==> config.mk <==
export PLATFORM = sky130hd
export DESIGN_NAME = adc_multi_spi_ctrl
export DESIGN_NICKNAME = d
export VERILOG_FILES = /design/src/rtl/adc_ctrl_pkg.sv /design/src/rtl/spi_mode0_shifter.sv /design/src/rtl/adc_multi_spi_ctrl.sv
export SDC_FILE = /design/constraint.sdc
export NUM_CORES = 1
export LEC_CHECK = 0
export BUFFER_PORTS_ARGS = -buffer_cell sky130_fd_sc_hd__clkbuf_2
export CAP_MARGIN = 20
export CORE_MARGIN = 2
export CORE_UTILIZATION = 55
export CTS_CLUSTER_DIAMETER = 200
export DETAILED_ROUTE_END_ITERATION = 10
export PLACE_DENSITY = 0.81
export SLEW_MARGIN = 0
export SYNTH_ARGS = -nofsm -noshare
export SYNTH_HDL_FRONTEND = slang
export SYNTH_SLANG_ARGS = --single-unit
==> constraint.sdc <==
create_clock -name clk -period 2.7 [get_ports clk]
set_clock_uncertainty 0.1 [all_clocks]
set_input_delay 0.54 -clock clk [delete_from_list [all_inputs] [get_ports clk]]
set_output_delay 0.54 -clock clk [all_outputs]
set_load 0.01 [all_outputs]
==> src/rtl/adc_ctrl_pkg.sv <==
// Shared FSM states, command constants and command-byte builder for the multi-channel ADC readout.
package adc_ctrl_pkg;

  typedef enum logic [2:0] {
    ST_IDLE,
    ST_CS_SETUP,
    ST_SHIFT,
    ST_CS_HOLD,
    ST_GAP,
    ST_PUBLISH
  } state_e;

  localparam logic READ_BIT = 1'b1;
  localparam int   CMD_W    = 8;

  function automatic logic [CMD_W-1:0] cmd_byte(input logic [1:0] dev, input logic [4:0] addr);
    return {dev, addr, READ_BIT};
  endfunction

endpackage

==> src/rtl/spi_mode0_shifter.sv <==
// SPI mode-0 bit engine: shifts N bits per transfer, samples MISO on SCLK rise and advances MOSI on fall.
// Chip select is owned by the caller; load presets the MOSI word, start begins clocking.
module spi_mode0_shifter #(
  parameter int N       = 32,
  parameter int RX_W    = 24,
  parameter int CLK_DIV = 4
) (
  input  logic            clk,
  input  logic            rst_n,
  input  logic            load,
  input  logic [N-1:0]    tx_word,
  input  logic            start,
  input  logic            miso,
  output logic            sclk,
  output logic            mosi,
  output logic            done,
  output logic [RX_W-1:0] rx_word
);

  localparam int CNT_W = (CLK_DIV > 1) ? $clog2(CLK_DIV) : 1;
  localparam int BIT_W = $clog2(N + 1);

  logic             running_q, running_d;
  logic             sclk_q, sclk_d;
  logic [CNT_W-1:0] cnt_q, cnt_d;
  logic [BIT_W-1:0] bit_q, bit_d;
  logic [N-1:0]     tx_q, tx_d;
  logic [RX_W-1:0]  rx_q, rx_d;
  logic             half_end;

  assign half_end = running_q && (cnt_q == CNT_W'(CLK_DIV - 1));

  always_comb begin
    running_d = running_q;
    sclk_d    = sclk_q;
    cnt_d     = cnt_q;
    bit_d     = bit_q;
    tx_d      = tx_q;
    rx_d      = rx_q;
    done      = 1'b0;
    if (load) begin
      tx_d = tx_word;
    end
    if (start) begin
      running_d = 1'b1;
      sclk_d    = 1'b0;
      cnt_d     = '0;
      bit_d     = '0;
    end else if (running_q) begin
      if (half_end) begin
        cnt_d  = '0;
        sclk_d = ~sclk_q;
        if (!sclk_q) begin
          rx_d = {rx_q[RX_W-2:0], miso};
        end else begin
          // Falling edge closes a bit period; zeros shift in so MOSI idles low afterwards.
          tx_d  = {tx_q[N-2:0], 1'b0};
          bit_d = bit_q + 1'b1;
          if (bit_q == BIT_W'(N - 1)) begin
            running_d = 1'b0;
            done      = 1'b1;
          end
        end
      end else begin
        cnt_d = cnt_q + 1'b1;
      end
    end
  end

  always_ff @(posedge clk or negedge rst_n) begin
    if (!rst_n) begin
      running_q <= 1'b0;
      sclk_q    <= 1'b0;
      cnt_q     <= '0;
      bit_q     <= '0;
      tx_q      <= '0;
      rx_q      <= '0;
    end else begin
      running_q <= running_d;
      sclk_q    <= sclk_d;
      cnt_q     <= cnt_d;
      bit_q     <= bit_d;
      tx_q      <= tx_d;
      rx_q      <= rx_d;
    end
  end

  assign sclk    = sclk_q;
  assign mosi    = tx_q[N-1];
  assign rx_word = rx_q;

endmodule

==> src/rtl/adc_multi_spi_ctrl.sv <==
// Sequencer reading CH_COUNT ADC channels per data-ready edge and publishing them atomically.
// Optional ADC_AVG_EN: averages 2^AVG_LOG2 sweeps per channel before publishing.
module adc_multi_spi_ctrl
  import adc_ctrl_pkg::*;
#(
  parameter int         CH_COUNT     = 2,
  parameter int         DATA_W       = 24,
  parameter int         CLK_DIV      = 4,
  parameter logic [1:0] DEV_ADDR     = 2'b01,
  parameter logic [4:0] CH_BASE_ADDR = 5'h00,
  parameter int         AVG_LOG2     = 2
) (
  input  logic                         clk,
  input  logic                         rst_n,
  input  logic                         enable,
  input  logic                         dr_n,
  input  logic                         clr_overrun,
  output logic                         sclk,
  output logic                         mosi,
  input  logic                         miso,
  output logic                         cs_n,
  output logic [CH_COUNT*DATA_W-1:0]   data_o,
  output logic                         frame_valid,
  output logic                         busy,
  output logic                         overrun
);

  localparam int N     = CMD_W + DATA_W;
  localparam int CH_W  = (CH_COUNT > 1) ? $clog2(CH_COUNT) : 1;
  localparam int CNT_W = (CLK_DIV > 1) ? $clog2(CLK_DIV) : 1;

  state_e            state_q, state_d;
  logic [CH_W-1:0]   ch_q, ch_d;
  logic [CNT_W-1:0]  cnt_q, cnt_d;
  logic              overrun_q, overrun_d;
  logic              dr_meta_q, dr_sync_q, dr_prev_q;
  logic              dr_fall, cnt_done;
  logic              load, start, capture, sweep_end, publish, pub_ok;
  logic              sh_done;
  logic [N-1:0]      tx_word;
  logic [DATA_W-1:0] sample;

  assign dr_fall  = dr_prev_q & ~dr_sync_q;
  assign cnt_done = (cnt_q == CNT_W'(CLK_DIV - 1));

  always_comb begin
    state_d   = state_q;
    ch_d      = ch_q;
    cnt_d     = cnt_q;
    load      = 1'b0;
    start     = 1'b0;
    capture   = 1'b0;
    sweep_end = 1'b0;
    case (state_q)
      ST_IDLE: begin
        if (dr_fall && enable) begin
          state_d = ST_CS_SETUP;
          ch_d    = '0;
          cnt_d   = '0;
          load    = 1'b1;
        end
      end
      ST_CS_SETUP: begin
        cnt_d = cnt_q + 1'b1;
        if (cnt_done) begin
          state_d = ST_SHIFT;
          cnt_d   = '0;
          start   = 1'b1;
        end
      end
      ST_SHIFT: begin
        if (sh_done) begin
          state_d = ST_CS_HOLD;
          capture = 1'b1;
        end
      end
      ST_CS_HOLD: begin
        cnt_d = cnt_q + 1'b1;
        if (cnt_done) begin
          state_d = ST_GAP;
          cnt_d   = '0;
        end
      end
      ST_GAP: begin
        cnt_d = cnt_q + 1'b1;
        if (cnt_done) begin
          cnt_d = '0;
          if (ch_q == CH_W'(CH_COUNT - 1)) begin
            sweep_end = 1'b1;
            state_d   = pub_ok ? ST_PUBLISH : ST_IDLE;
          end else begin
            ch_d    = ch_q + 1'b1;
            load    = 1'b1;
            state_d = ST_CS_SETUP;
          end
        end
      end
      ST_PUBLISH: state_d = ST_IDLE;
      default:    state_d = ST_IDLE;
    endcase
  end

  // Command is built from ch_d because it is loaded on the edge entering CS_SETUP.
  assign tx_word = {cmd_byte(DEV_ADDR, CH_BASE_ADDR + 5'(ch_d)), {DATA_W{1'b0}}};
  assign publish = sweep_end & pub_ok;

  always_comb begin
    overrun_d = overrun_q;
    if (clr_overrun) overrun_d = 1'b0;
    if (dr_fall && (state_q != ST_IDLE)) overrun_d = 1'b1;
  end

  always_ff @(posedge clk or negedge rst_n) begin
    if (!rst_n) begin
      state_q   <= ST_IDLE;
      ch_q      <= '0;
      cnt_q     <= '0;
      overrun_q <= 1'b0;
      dr_meta_q <= 1'b1;
      dr_sync_q <= 1'b1;
      dr_prev_q <= 1'b1;
    end else begin
      state_q   <= state_d;
      ch_q      <= ch_d;
      cnt_q     <= cnt_d;
      overrun_q <= overrun_d;
      dr_meta_q <= dr_n;
      dr_sync_q <= dr_meta_q;
      dr_prev_q <= dr_sync_q;
    end
  end

`ifdef ADC_AVG_EN
  localparam int SW_W = (AVG_LOG2 > 0) ? AVG_LOG2 : 1;
  logic [SW_W-1:0] sweep_cnt_q, sweep_cnt_d;

  assign pub_ok = (AVG_LOG2 == 0) || (sweep_cnt_q == SW_W'((1 << AVG_LOG2) - 1));

  always_comb begin
    sweep_cnt_d = sweep_cnt_q;
    if (sweep_end) sweep_cnt_d = pub_ok ? '0 : sweep_cnt_q + 1'b1;
  end

  always_ff @(posedge clk or negedge rst_n) begin
    if (!rst_n) sweep_cnt_q <= '0;
    else        sweep_cnt_q <= sweep_cnt_d;
  end
`else
  assign pub_ok = 1'b1;
`endif

  spi_mode0_shifter #(
    .N       (N),
    .RX_W    (DATA_W),
    .CLK_DIV (CLK_DIV)
  ) u_shifter (
    .clk     (clk),
    .rst_n   (rst_n),
    .load    (load),
    .tx_word (tx_word),
    .start   (start),
    .miso    (miso),
    .sclk    (sclk),
    .mosi    (mosi),
    .done    (sh_done),
    .rx_word (sample)
  );

  genvar gi;
  generate
    for (gi = 0; gi < CH_COUNT; gi++) begin : g_ch
      logic [DATA_W-1:0] data_q, data_d;
      logic [DATA_W-1:0] pub_value;
      logic              hit;

      assign hit = capture && (ch_q == CH_W'(gi));

`ifdef ADC_AVG_EN
      localparam int ACC_W = DATA_W + AVG_LOG2;
      logic signed [ACC_W-1:0] acc_q, acc_d;

      always_comb begin
        acc_d = acc_q;
        if (hit)     acc_d = acc_q + ACC_W'($signed(sample));
        if (publish) acc_d = '0;
      end

      always_ff @(posedge clk or negedge rst_n) begin
        if (!rst_n) acc_q <= '0;
        else        acc_q <= acc_d;
      end

      // Arithmetic shift floors toward -inf, matching the ADC's two's-complement range.
      assign pub_value = DATA_W'(acc_q >>> AVG_LOG2);
`else
      logic [DATA_W-1:0] shadow_q, shadow_d;

      assign shadow_d = hit ? sample : shadow_q;

      always_ff @(posedge clk or negedge rst_n) begin
        if (!rst_n) shadow_q <= '0;
        else        shadow_q <= shadow_d;
      end

      assign pub_value = shadow_q;
`endif

      assign data_d = publish ? pub_value : data_q;

      always_ff @(posedge clk or negedge rst_n) begin
        if (!rst_n) data_q <= '0;
        else        data_q <= data_d;
      end

      assign data_o[gi*DATA_W +: DATA_W] = data_q;
    end
  endgenerate

  assign cs_n        = !((state_q == ST_CS_SETUP) || (state_q == ST_SHIFT) || (state_q == ST_CS_HOLD));
  assign busy        = (state_q != ST_IDLE) && (state_q != ST_PUBLISH);
  assign frame_valid = (state_q == ST_PUBLISH);
  assign overrun     = overrun_q;

endmodule

==> flow_summary.json <==
{
  "outcome": "finished with violations",
  "violations": "hold timing",
  "slowest_stage": "dfrtp_1",
  "io_pins": 60,
  "finalCriticalPeriod_ps": 2340,
  "setup_viol": 0,
  "dp_cells": 703,
  "slew_viol_final": 0,
  "antenna_found_initial": 0,
  "grt_max_degree": 63,
  "yosysTopAreaCell": "dfrtp_1",
  "std_cell_rows": 40,
  "root_buffer": "clkbuf_16",
  "fillers": 858,
  "crit_chain": "ha_1 > and4bb_1 > nor3_4 > buf_4 > mux2_2",
  "area_growth_pct": 15.1,
  "synth_top_area_share_pct": 61.2,
  "cpPeakStageDelay_ps": 430,
  "cp_data_arrival_time_ps": 2540,
  "coreArea_sq_mm": 0.0122,
  "initialDrtViolationCount": 252,
  "synth_cell_type_count": 53,
  "critical_path_buf_inv_count": 1,
  "n_antenna_cell": 0,
  "synth_fp_nets": 501,
  "most-common-layout-cells": "dfrtp_1 (169), mux2_2 (119), clkbuf_2 (58)",
  "cts_buffers": 17,
  "power_frac_comb_pct": 1.4,
  "critPathTopFamily": "simple AND/OR/NAND/NOR gates",
  "insertion_delay_ps": 420,
  "maxSlewHeadroom_pct": 49.2,
  "drc": 0,
  "synthArstFlopShare_pct": 100,
  "grt_pass1_wl_um": 20900,
  "swShare_pct": 20.4,
  "overflow": 0,
  "max_cap_viol_count": 0,
  "rsz0062_at_grt": "no",
  "power_switching_mw": 1.03,
  "drt_pre_antenna_iters": 4,
  "grt_pass1_vias": 4193,
  "hold_class": "input pin to asynchronous set/reset pin",
  "fin_ws_ps": 363,
  "r2r_start": "cnt_q[0]",
  "startpoint": "cnt_q[0]",
  "max_freq_mhz": 428,
  "crit_fanout": 24,
  "port_buffers": 59,
  "clock_sinks": 172,
  "synth.avg_cell_area_sq_um": 14.1,
  "htreeDepth": 4,
  "vias": 4166,
  "ant_nets": 0,
  "wl_per_cell_um": 17.1,
  "viasPerCell": 5.68,
  "hold_ws_ps": -12.2,
  "dieWidth_um": 116,
  "synth_edf_count": 0,
  "crit_path_end_kind": "flop",
  "gp_congestion": 0.791,
  "cp.required_ps": 2900,
  "hold_viol_final": 9,
  "synth-seq-cells": 172,
  "path_class": "flop to flop",
  "cts_resized": 0,
  "start_util_pct": 56.9,
  "worstMarginPinSlew_ps": 761,
  "start_kind": "flop",
  "leakagePower_nw": 3.92,
  "holdBufCountCts": 0,
  "place_ws_ps": 383,
  "synth-main-ff-cell": "dfrtp_1",
  "synthTopCellsByArea": "dfrtp_1 (61%), mux2_2 (19%), o21ai_0 (2.6%)",
  "power.internal_mw": 4.01,
  "fin_crit_sh_pct": 86.6,
  "p_seq_share_pct": 51.5,
  "syn_inst": 491,
  "cts_tree": "yes",
  "grtUsageTotal_pct": 20.3,
  "clk_pin_slew_ps": 60,
  "nNetsFinal": 564,
  "hpwl_um": 7810,
  "seq_area_frac_synth_pct": 62.3,
  "dieArea_sq_mm": 0.0135,
  "post_cts_buffers": 0,
  "setup_total_negative_slack_ps": 0,
  "wl_um": 12600,
  "layout_commonest_cell": "dfrtp_1",
  "ys_warn_count": 0,
  "mappedNetlistArea_sq_mm": 0.00692,
  "fin_cells": 733,
  "die_h_um": 116,
  "drive_gt1_share_pct": 41.1,
  "vdd.ir_drop.worst_v": 0.000379,
  "p_per_area_mw_per_mm2": 633,
  "cts.path.max_buffers": 2,
  "clkPwrFrac_pct": 47.1
}
==> power groups by stage <==
stage / sequential [mW] / combinational, mW / clock [mW]
3_5_place_dp: 2.64 / 0.0726 / 0
2_1_floorplan: 2.64 / 0.00739 / 0
3_3_place_gp: 2.64 / 0.0697 / 0
6_report: 2.60 / 0.0688 / 2.38
4_1_cts: 2.59 / 0.0732 / 2.41
5_1_grt: 2.59 / 0.0817 / 2.52
==> metal layers <==
metal	track usage [%]	vias up	wire length [um]
met2	32.5	98	6280
li1	-	1890	-
met4	6.98	0	182
met5	0	-	0
met3	5.55	20	541
met1	27.1	2158	5560
==> cell families (layout without fill, tap and decap cells) <==
group	Yosys count	after routing	synth area share, %
compound gates	87	87	8.05
xor+xnor	4	4	0.507
fa+ha+maj	4	4	0.724
buf+inv	36	110	2.93
flops	172	172	62.3
mux	122	122	19.8
simple gates	66	66	5.66
==> registers in the layout, indices dropped and copies added (netlist names), 2 cells and up <==
signal,cells
u_shifter.cnt_q,2
state_q,3
u_shifter.bit_q,6
g_ch.pub_value,48
u_shifter.rx_word,24
cnt_q,2
u_shifter.tx_q,32
g_ch.data_q,48
==> per-stage QoR <==
stage               hold WS (ps)  area, sq um  util (%)  power, mW
floorplan                    144         6920         -       2.65
global placement             249         7390      60.8       2.71
detailed placement           248         7390      60.8       2.71
CTS                         3.12         7960      65.5       5.07
global route                24.1         7960      65.5       5.19
finish                     -12.2         7960      65.5       5.04
==> synthesized netlist by cell type (2+ instances only) <==
cell type	number
dfrtp_1	169
mux2_2	119
o21ai_0	36
nor2_1	21
o2bb2ai_1	16
o22ai_1	12
clkbuf_1	11
a21oi_1	9
buf_2	9
nand2_1	8
buf_6	6
inv_1	5
ha_1	4
nor3b_1	4
buf_4	3
dfstp_2	3
nand3_1	3
nand3b_1	3
nand4_1	3
nor2b_1	3
or2_2	3
or3_1	3
xor2_1	3
a221oi_1	2
and4_1	2
buf_1	2
mux2i_1	2
nand2b_1	2
==> cell type report <==
cell class / count / area (sq um) / area share (%)
flip-flops and latches: 172 / 4310 / 54.1
clock buffers: 22 / 464 / 5.83
repair buffers: 75 / 447 / 5.61
inverters: 5 / 18.8 / 0.236
multi-input cells: 283 / 2400 / 30.2
clock inverters: 8 / 110 / 1.38
well taps: 168 / 210 / 2.64
==> worst paths after layout <==
check,to,slack (ps),depth (start not counted)
setup / recovery,u_shifter.rx_word[6],360,5
hold / removal,g_ch[0].data_q[4],-10,1
setup reg to reg,u_shifter.rx_word[6],360,5
hold reg to reg,dr_sync_q,260,0
max in group asynchronous,g_ch[0].data_q[21],1710,2
min in group clk,dr_meta_q,100,1
Note: power is estimated with default switching activity, not from simulation.
